<file path="config.mk">
export PLATFORM = sky130hd
export DESIGN_NAME = encrypt_shift_sequencer
export DESIGN_NICKNAME = d
export VERILOG_FILES = /design/src/rtl/encrypt_shift_sequencer.sv
export SDC_FILE = /design/constraint.sdc
export NUM_CORES = 1
export LEC_CHECK = 0
export ABC_CLOCK_PERIOD_IN_PS = 4300
export BUFFER_PORTS_ARGS = -buffer_cell sky130_fd_sc_hd__clkbuf_2
export CORE_ASPECT_RATIO = 1.75
export CORE_MARGIN = 5
export CORE_UTILIZATION = 40
export DETAILED_ROUTE_END_ITERATION = 7
export SLEW_MARGIN = 20
export SYNTH_ARGS = -nofsm -noshare
export SYNTH_HDL_FRONTEND = slang
export SYNTH_SLANG_ARGS = --single-unit
</file>
<file path="constraint.sdc">
create_clock -name clk -period 4.3 [get_ports clk]
set_input_delay 0.86 -clock clk [delete_from_list [all_inputs] [get_ports clk]]
set_output_delay 0.86 -clock clk [all_outputs]
set_load 0.02 [all_outputs]
</file>
<file path="src/rtl/encrypt_shift_sequencer.sv">
// encrypt_shift_sequencer
// Feeds the fixed-latency shift/scramble pipe from an upstream byte stream.
// Each accepted character is pre-decoded (case flags, one-hot letter code,
// shift amount from a rotating three-key schedule) and issued only while
// enough output credit exists. Pipe results land in a small FIFO that
// drives a valid/ready stream downstream.

module encrypt_shift_sequencer #(
    parameter int FIFO_DEPTH = 4,
    parameter int PIPE_LAT   = 2
) (
    input  logic        clk,
    input  logic        rst,
    input  logic        start,
    input  logic        stop,
    input  logic [7:0]  cfg_k1,
    input  logic [7:0]  cfg_k2,
    input  logic [7:0]  cfg_k3,
    input  logic [2:0]  cfg_rot_freq,
    input  logic        din_valid,
    input  logic [7:0]  din,
    output logic        din_ready,
    output logic        pipe_en,
    output logic        pipe_mode,
    output logic [7:0]  pipe_din,
    output logic        pipe_shift_en,
    output logic [2:0]  pipe_shift_amt,
    output logic [25:0] pipe_extended_shift_in,
    output logic        pipe_is_upper,
    output logic        pipe_is_lower,
    input  logic        pipe_en_out,
    input  logic [7:0]  pipe_data_out,
    output logic        dout_valid,
    output logic [7:0]  dout,
    input  logic        dout_ready,
    output logic        busy,
    output logic        done,
    output logic        err_ovf
);

    localparam int PTR_W = (FIFO_DEPTH > 1) ? $clog2(FIFO_DEPTH) : 1;
    localparam int CNT_W = $clog2(FIFO_DEPTH + 1);

    localparam logic [1:0] S_IDLE  = 2'd0;
    localparam logic [1:0] S_RUN   = 2'd1;
    localparam logic [1:0] S_DRAIN = 2'd2;

    // The FIFO must be able to absorb every result the pipe can hold at once.
    generate
        if (FIFO_DEPTH < 3 || FIFO_DEPTH < PIPE_LAT + 1) begin : g_bad_depth
            $error("encrypt_shift_sequencer: FIFO_DEPTH too small for PIPE_LAT");
        end
    endgenerate

    logic [1:0]       state;
    logic [2:0]       key1_q;
    logic [2:0]       key2_q;
    logic [2:0]       key3_q;
    logic [2:0]       rot_q;
    logic [1:0]       key_idx;
    logic [2:0]       alpha_cnt;

    logic [CNT_W-1:0] inflight;
    logic [CNT_W-1:0] fifo_count;
    logic [PTR_W-1:0] wr_ptr;
    logic [PTR_W-1:0] rd_ptr;
    logic [7:0]       fifo_mem [FIFO_DEPTH];

    logic             char_upper;
    logic             char_lower;
    logic             char_alpha;
    logic [4:0]       letter_idx;
    logic [25:0]      ext_code;
    logic [2:0]       sel_key;
    logic [CNT_W:0]   credit_used;
    logic             issue;
    logic             fifo_full;
    logic             push;
    logic             pop;
    logic             inflight_dec;

    // Only the low three key bits select a shift; the rest are don't-care.
    logic unused_cfg_bits;
    assign unused_cfg_bits = ^{cfg_k1[7:3], cfg_k2[7:3], cfg_k3[7:3]};

    function automatic logic [PTR_W-1:0] ptr_next(input logic [PTR_W-1:0] p);
        return (p == PTR_W'(FIFO_DEPTH - 1)) ? '0 : p + 1'b1;
    endfunction

    assign busy       = (state != S_IDLE);
    assign pipe_mode  = pipe_en;
    assign dout_valid = (fifo_count != '0);
    assign dout       = fifo_mem[rd_ptr];
    assign fifo_full  = (fifo_count == CNT_W'(FIFO_DEPTH));
    assign pop        = dout_valid && dout_ready;
    assign push       = pipe_en_out && (!fifo_full || pop);

    // Character decode. 'A'..'Z' and 'a'..'z' share their low five bits
    // (1..26), so one subtraction gives the letter index for both cases.
    always_comb begin
        char_upper = (din >= 8'h41) && (din <= 8'h5A);
        char_lower = (din >= 8'h61) && (din <= 8'h7A);
        char_alpha = char_upper || char_lower;
        letter_idx = din[4:0] - 5'd1;
        ext_code   = char_alpha ? (26'd1 << letter_idx) : {18'b0, din};
    end

    // Shift amount for the character currently offered, from the active key.
    always_comb begin
        sel_key = key1_q;
        case (key_idx)
            2'd1:    sel_key = key2_q;
            2'd2:    sel_key = key3_q;
            default: sel_key = key1_q;
        endcase
    end

    // Credit check: results already queued plus everything still in the
    // pipe (including the issue register) must leave room in the FIFO.
    always_comb begin
        credit_used = {1'b0, fifo_count} + {1'b0, inflight};
        din_ready   = (state == S_RUN) && (credit_used < (CNT_W + 1)'(FIFO_DEPTH));
        issue       = din_valid && din_ready;
    end

    // Control FSM, configuration latch, key rotation and the done pulse.
    always_ff @(posedge clk or negedge rst) begin
        if (!rst) begin
            state     <= S_IDLE;
            key1_q    <= '0;
            key2_q    <= '0;
            key3_q    <= '0;
            rot_q     <= '0;
            key_idx   <= '0;
            alpha_cnt <= '0;
            done      <= 1'b0;
        end else begin
            done <= 1'b0;
            case (state)
                S_IDLE: begin
                    if (start) begin
                        key1_q    <= cfg_k1[2:0];
                        key2_q    <= cfg_k2[2:0];
                        key3_q    <= cfg_k3[2:0];
                        rot_q     <= cfg_rot_freq;
                        key_idx   <= '0;
                        alpha_cnt <= '0;
                        state     <= S_RUN;
                    end
                end
                S_RUN: begin
                    if (issue && char_alpha && (rot_q != 3'd0)) begin
                        if (alpha_cnt + 3'd1 == rot_q) begin
                            alpha_cnt <= '0;
                            key_idx   <= (key_idx == 2'd2) ? 2'd0 : key_idx + 2'd1;
                        end else begin
                            alpha_cnt <= alpha_cnt + 3'd1;
                        end
                    end
                    if (stop) begin
                        state <= S_DRAIN;
                    end
                end
                S_DRAIN: begin
                    if ((inflight == '0) && (fifo_count == '0)) begin
                        state <= S_IDLE;
                        done  <= 1'b1;
                    end
                end
                default: state <= S_IDLE;
            endcase
        end
    end

    // Issue register: pipe inputs update only when a character is accepted.
    always_ff @(posedge clk or negedge rst) begin
        if (!rst) begin
            pipe_en                <= 1'b0;
            pipe_din               <= '0;
            pipe_shift_en          <= 1'b0;
            pipe_shift_amt         <= '0;
            pipe_extended_shift_in <= '0;
            pipe_is_upper          <= 1'b0;
            pipe_is_lower          <= 1'b0;
        end else begin
            pipe_en <= issue;
            if (issue) begin
                pipe_din               <= din;
                pipe_shift_en          <= (sel_key != 3'd0);
                pipe_shift_amt         <= sel_key;
                pipe_extended_shift_in <= ext_code;
                pipe_is_upper          <= char_upper;
                pipe_is_lower          <= char_lower;
            end
        end
    end

    // In-flight count, bumped on the same edge that raises pipe_en so the
    // credit check never sees a gap between acceptance and issue.
    assign inflight_dec = pipe_en_out && (inflight != '0);

    always_ff @(posedge clk or negedge rst) begin
        if (!rst) begin
            inflight <= '0;
        end else begin
            case ({issue, inflight_dec})
                2'b10:   inflight <= inflight + 1'b1;
                2'b01:   inflight <= inflight - 1'b1;
                default: inflight <= inflight;
            endcase
        end
    end

    // Output FIFO with a sticky overflow flag; an overflowing push is dropped.
    always_ff @(posedge clk or negedge rst) begin
        if (!rst) begin
            wr_ptr     <= '0;
            rd_ptr     <= '0;
            fifo_count <= '0;
            err_ovf    <= 1'b0;
            for (int i = 0; i < FIFO_DEPTH; i++) begin
                fifo_mem[i] <= '0;
            end
        end else begin
            if (push) begin
                fifo_mem[wr_ptr] <= pipe_data_out;
                wr_ptr           <= ptr_next(wr_ptr);
            end
            if (pop) begin
                rd_ptr <= ptr_next(rd_ptr);
            end
            case ({push, pop})
                2'b10:   fifo_count <= fifo_count + 1'b1;
                2'b01:   fifo_count <= fifo_count - 1'b1;
                default: fifo_count <= fifo_count;
            endcase
            if (pipe_en_out && fifo_full && !pop) begin
                err_ovf <= 1'b1;
            end
        end
    end

endmodule

</file>
## After elaboration in Yosys (flattened, before gate mapping)

Index checks and enable logic that the tools add are counted.

- Bits in registers: 104
- Bits of input ports: 50
- Word-level logic and storage cells: 121
- Output and inout bits: 55

- Eq/ne operators: 17
- Mux-type cells: 27
- Bitwise logic cells: 2
- Order comparisons: 8
- Add/subtract/negate cells: 10
- Shift-type cells: 1
- Reduce and logical (&&, ||, !) cells: 32

Operator list:

| cell | number |
|---|---|
| 32-bit bitwise mux | 1 |
| 26-bit two-way mux | 1 |
| 1-bit by 5-bit left shift with 26-bit output (first input constant) | 1 |
| 8-bit two-way mux | 3 |
| 3-bit one-hot mux with 2 select lines | 4 |
| 2-bit two-way mux | 9 |
| 8-bit binary-select mux with 2-bit select | 1 |
| 8-bit demux with 2-bit select | 1 |
| 8-bit by 7-bit >= comparator with 1-bit output (second input constant) | 2 |
| 8-bit by 7-bit <= comparator with 1-bit output (second input constant) | 2 |
| 1-bit logical AND | 13 |
| 2-bit == test (second input constant) | 6 |
| 3-bit nonzero test | 4 |
| 3-bit by 1-bit adder with 3-bit output (second input constant) | 3 |
| 3-bit two-way mux | 3 |
| 2-bit by 1-bit == test with 1-bit output (second input constant) | 4 |
| 2-bit nonzero test | 4 |
| 2-bit by 1-bit adder with 2-bit output (second input constant) | 3 |
| 3-bit >= comparator (second input constant) | 2 |
| 3-bit logical NOT | 2 |
| 2-bit inequality test (second input constant) | 3 |
| 2-bit NOT with 3-bit output | 2 |
| 2-bit one-hot mux with 3 select lines | 1 |
| 3-bit AND reduction | 2 |
| 15 further kinds | 20 |

## Depth between registers and ports, before layout

- Depth in word-level cells: 8
- Mapped depth: 12
- Mapped depth without buffers: 9

## Worst setup path before layout

OpenSTA, ideal clock, no wires.

- Kind: register to register
- Start: register inflight[1]
- End: register inflight[1]
- Arrival time: 2.903 ns
- Cell stages (with the launch flop): 11
- Required time: 4.217 ns
- Setup time: 0.083 ns
- Path slack: 1.315 ns
- Cell sequence: dfrtp_1 ha_1 a311o_1 or4b_4 buf_6 clkbuf_1 clkbuf_1 ha_1 inv_1 fa_1 o21ai_0

- Word-level cells in the longest chain between the ends: 6
- Elaborated cells on any way between the ends: 12
- Classes of those cells: add/sub (3); order compare (1); eq/ne (2); mux (1); reduce/logical (5)

Ends and longest elaborated chain:

| element | line | RTL |
|---|---|---|
| start: declaration | 63 | `logic [CNT_W-1:0] inflight;` |
| start signal: assignment | 207 | `2'b10: inflight <= inflight + 1'b1;` |
| start signal: assignment | 208 | `2'b01: inflight <= inflight - 1'b1;` |
| start signal: assignment | 209 | `default: inflight <= inflight;` |
| 3-bit by 3-bit adder with 4-bit output | 121 | `credit_used = {1'b0, fifo_count} + {1'b0, inflight};` |
| 4-bit by 3-bit less-than comparator with 1-bit output | 122 | `din_ready = (state == S_RUN) && (credit_used < (CNT_W + 1)'(FIFO_DEPTH));` |
| 1-bit logical AND | 122 |  |
| 1-bit logical AND | 123 | `issue = din_valid && din_ready;` |
| 2-bit by 1-bit == test with 1-bit output / 2-bit == test (equally long branches) | 206 | `case ({issue, inflight_dec})` |
| 3-bit one-hot mux with 2 select lines / 2-bit nonzero test (equally long branches) | - |  |

Several ways; a longest one is shown, not always the timed one.
A chain may end at the register's enable or synchronous reset.

## Worst setup path after layout

- Start: register inflight[1]
- End: register key_idx[1]

- Word-level cells in the longest chain between the ends: 8

Ends and longest elaborated chain:

| element | line | RTL |
|---|---|---|
| 3-bit by 3-bit adder with 4-bit output | 121 |  |
| 4-bit by 3-bit less-than comparator with 1-bit output | 122 |  |
| 1-bit logical AND | 122 |  |
| 1-bit logical AND | 123 |  |
| 1-bit logical AND (2 in series) | 152 | `if (issue && char_alpha && (rot_q != 3'd0)) begin` |
| 2-bit by 1-bit inequality test with 1-bit output (no line) | - |  |
| 4-bit AND reduction (no line) | - |  |
| end signal: assignment | 155 | `key_idx <= (key_idx == 2'd2) ? 2'd0 : key_idx + 2'd1;` |
| end: declaration | 60 | `logic [1:0] key_idx;` |

Every way passes these cells.

==> flow_metrics.py <==
metrics = {
    "logic_synthesis": {
        "synth_seq_cells": 104,
        "synth_nets": 464,
        "yosys_warnings": 0,
        "netlist_area_um2": 4700,
        "postSynthAreaPerCell_um2": 11.8,
        "ys_types": 43,
        "synth_edf_count": 0,
        "synth_async_sr_flop_share_pct": 100,
        "ys.flop_type": "dfrtp_1",
        "synthCells": 399,
        "seq_area_frac_synth_pct": 55.3,
    },
    "clocking": {
        "cts.clk_slew.worst_paths_ns": 0.07,
        "htreeDepth": 3,
        "cts_tree": "done",
        "cts.repair.resized": 0,
        "cts_root_buf": "clkbuf_16",
        "post_cts_buffers": 0,
        "cts_buffers": 9,
        "clk_path_buf_depth": 2,
        "clock_latency_ns": 0.34,
        "cts.sinks": 104,
        "cts-hold-fix-buffers": 0,
    },
    "power_and_ir_drop": {
        "ir_drop_uv": 332,
        "power_density_nw_per_um2": 696,
        "leakagePower_nw": 2.65,
    },
    "cells_and_area": {
        "synthToLayoutAreaGrowth_pct": 18.4,
        "final_nets": 550,
        "num_antenna_cells": 0,
        "drive_gt1_share_pct": 34.1,
    },
    "placement": {
        "hpwl_mm": 7.79,
        "gp_routability_congestion": 0.818,
        "numPortBuffers": 89,
    },
    "grt": {
        "grt_pass1_vias": 3426,
        "track_usage_pct": 15.4,
        "grt_pass1_wl_mm": 17.3,
        "grt_max_degree": 69,
        "antenna_found_initial": 0,
        "grt_overflow": 0,
    },
    "sta": {
        "slew_viol_final": 0,
        "setup_viol": 0,
        "tns_ns": 0,
        "slew_headroom_pct": 33.9,
        "worst_pin_slew_ns": 0.988,
        "min_period_ns": 3.13,
        "hold_slack_ns": 0.458,
        "grt_setup_unrepaired": "false",
        "timing.fmax_mhz": 320,
        "clock_skew_ns": 0.00919,
        "fin_crit_sh_pct": 72.8,
        "hold_viol": 0,
    },
    "routing": {
        "drc": 0,
        "routed_wl_mm": 10.3,
        "ant_nets": 0,
        "vias_per_cell": 5.26,
        "post_drt_wl_per_cell_um": 16.5,
        "drtPass1Iterations": 6,
        "num_vias": 3288,
        "drt_iter0_markers": 96,
    },
    "die": {
        "num_rows": 52,
        "core-area_um2": 11600,
        "ioPinCount": 105,
        "die_w_um": 92.0,
        "chipHeight_um": 153,
        "start_util_pct": 40.6,
        "dieArea_um2": 14100,
    },
    "worst_setup_path": {
        "path_max_fanout": 64,
        "worstPathCellList": "ha_1 -> a311o_1 -> or4b_4 -> inv_1 -> and3_1 -> nor3b_1 -> o2bb2ai_1",
        "critical_path_class": "flop to flop",
        "required_ns": 4.57,
        "end_kind": "flop",
        "crit_path_start_kind": "flop",
        "slowest_delay_ns": 0.81,
        "critPathBufInv": 1,
        "critPathTopFamily": "simple AND/OR/NAND/NOR gates",
        "crit_slowest_cell": "or4b_4",
        "arrival_ns": 3.40,
    },
    "job": {
        "drv_cap": 0,
    },
    "run_status": {
        "status": "finished, final reports clean",
    },
    "min_path": {
        "min_path_type": "flop to flop",
    },
}
## layout make-up
cell class	count	area, um2
clock buffer	9	225
clock inverter	7	80.1
fill	1109	6010
inverter	18	67.6
multi-input combinational	261	1960
sequential	104	2600
tap	135	169
timing repair buffer	91	463
## placed cells by master, fill, tap and decap left out, drive strengths merged, types with 2 or more instances in the layout
cell     Yosys  layout
mux4         8       8
or3          4       4
o21ai       29      29
xnor2        4       4
nand2       67      67
o31ai        8       8
fa           2       2
buf          4       3
inv         18      20
o22ai        2       2
nand3        3       3
nor3         8       8
a21oi        6       6
a31oi        3       3
nor2        11      11
or2          2       2
xor2         6       6
clkbuf      12      97
mux2        46      46
ha          13      13
o21bai       2       2
o41ai        3       3
a21o         4       4
mux2i        2       2
nand2b       5       5
clkinv       0       3
a22oi        3       3
nor3b        2       2
dfrtp      104     104
a22o         3       3
o2bb2ai      2       2
nor2b        5       5
## layer usage
metal  routed length [um]  up-vias  GRT usage [%]
li1                     -     1570              -
met4                  180        0           5.67
met2                 5480       75           26.2
met3                  521       12           4.48
met5                    0        -              0
met1                 4140     1631           18.3
## flip-flops by register name, indices dropped and copies added (netlist names)
signal and flops:
fifo_mem 32, pipe_extended_shift_in 26, pipe_din 8, alpha_cnt 3, fifo_count 3, inflight 3
key1_q 3, key2_q 3, key3_q 3, pipe_shift_amt 3, rot_q 3, key_idx 2
rd_ptr 2, state 2, wr_ptr 2, done 1, err_ovf 1, pipe_en 1
pipe_is_lower 1, pipe_is_upper 1, pipe_shift_en 1
## power by group
group	internal (W)	switching [W]	total, W
Combinational	0.000662	0.000760	0.00142
Clock	0.000459	0.000369	0.000827
Sequential	0.00136	0.000263	0.00163
## final timing paths
kind                                       endpoint                     from  slack (ns)  cells past startpoint
setup / recovery             key_idx[1]$_DFFE_PN0P_  inflight[1]$_DFFE_PN0P_        1.17                      7
hold reg to reg                 err_ovf$_DFFE_PN0P_      err_ovf$_DFFE_PN0P_        0.46                      1
setup reg to reg             key_idx[1]$_DFFE_PN0P_  inflight[1]$_DFFE_PN0P_        1.17                      7
hold / removal                  err_ovf$_DFFE_PN0P_      err_ovf$_DFFE_PN0P_        0.46                      1
min in group asynchronous      state[0]$_DFFE_PN0P_                      rst        0.63                      1
max in group asynchronous  fifo_mem[14]$_DFFE_PN0P_                      rst        2.86                      2
## synth_stat cells (4+ instances only)
library cell | number | area, um2
ha_1 | 13 | 163
clkbuf_1 | 12 | 45.0
nand2_1 | 67 | 251
inv_1 | 18 | 67.6
nor2b_1 | 5 | 31.3
dfrtp_1 | 104 | 2600
nand2b_1 | 5 | 31.3
a21o_1 | 4 | 30.0
or3_1 | 4 | 25.0
xnor2_1 | 4 | 35.0
o31ai_1 | 7 | 52.6
mux4_2 | 8 | 180
xor2_1 | 6 | 52.6
nor3_1 | 8 | 40.0
o21ai_0 | 29 | 145
nor2_1 | 11 | 41.3
a21oi_1 | 6 | 30.0
mux2_2 | 46 | 518
## through the flow
stage                     utilization [%]  setup WS (ns)  area, um2  total power, W  std cells
after floorplan                         -           1.31       4700         0.00265        399
after global placement               45.4           1.18       5260         0.00304        609
after detailed placement             45.4           1.11       5260         0.00310        609
after CTS                            48.1           1.11       5570         0.00395        625
after global routing                 48.1           1.00       5570         0.00415        625
final                                48.1           1.17       5570         0.00387        625
## cells by family (layout without fill, tap and decap cells)
| group | after synthesis | count (layout) | synth area share (%) |
|---|---|---|---|
| compound gates | 69 | 69 | 9.55 |
| xor+xnor | 10 | 10 | 1.86 |
| fa+ha+maj | 15 | 15 | 4.31 |
| buf+inv | 34 | 125 | 2.98 |
| flops | 104 | 104 | 55.3 |
| mux | 56 | 56 | 15.3 |
| simple gates | 111 | 111 | 10.7 |
Note: power is estimated with default switching activity, not from simulation.
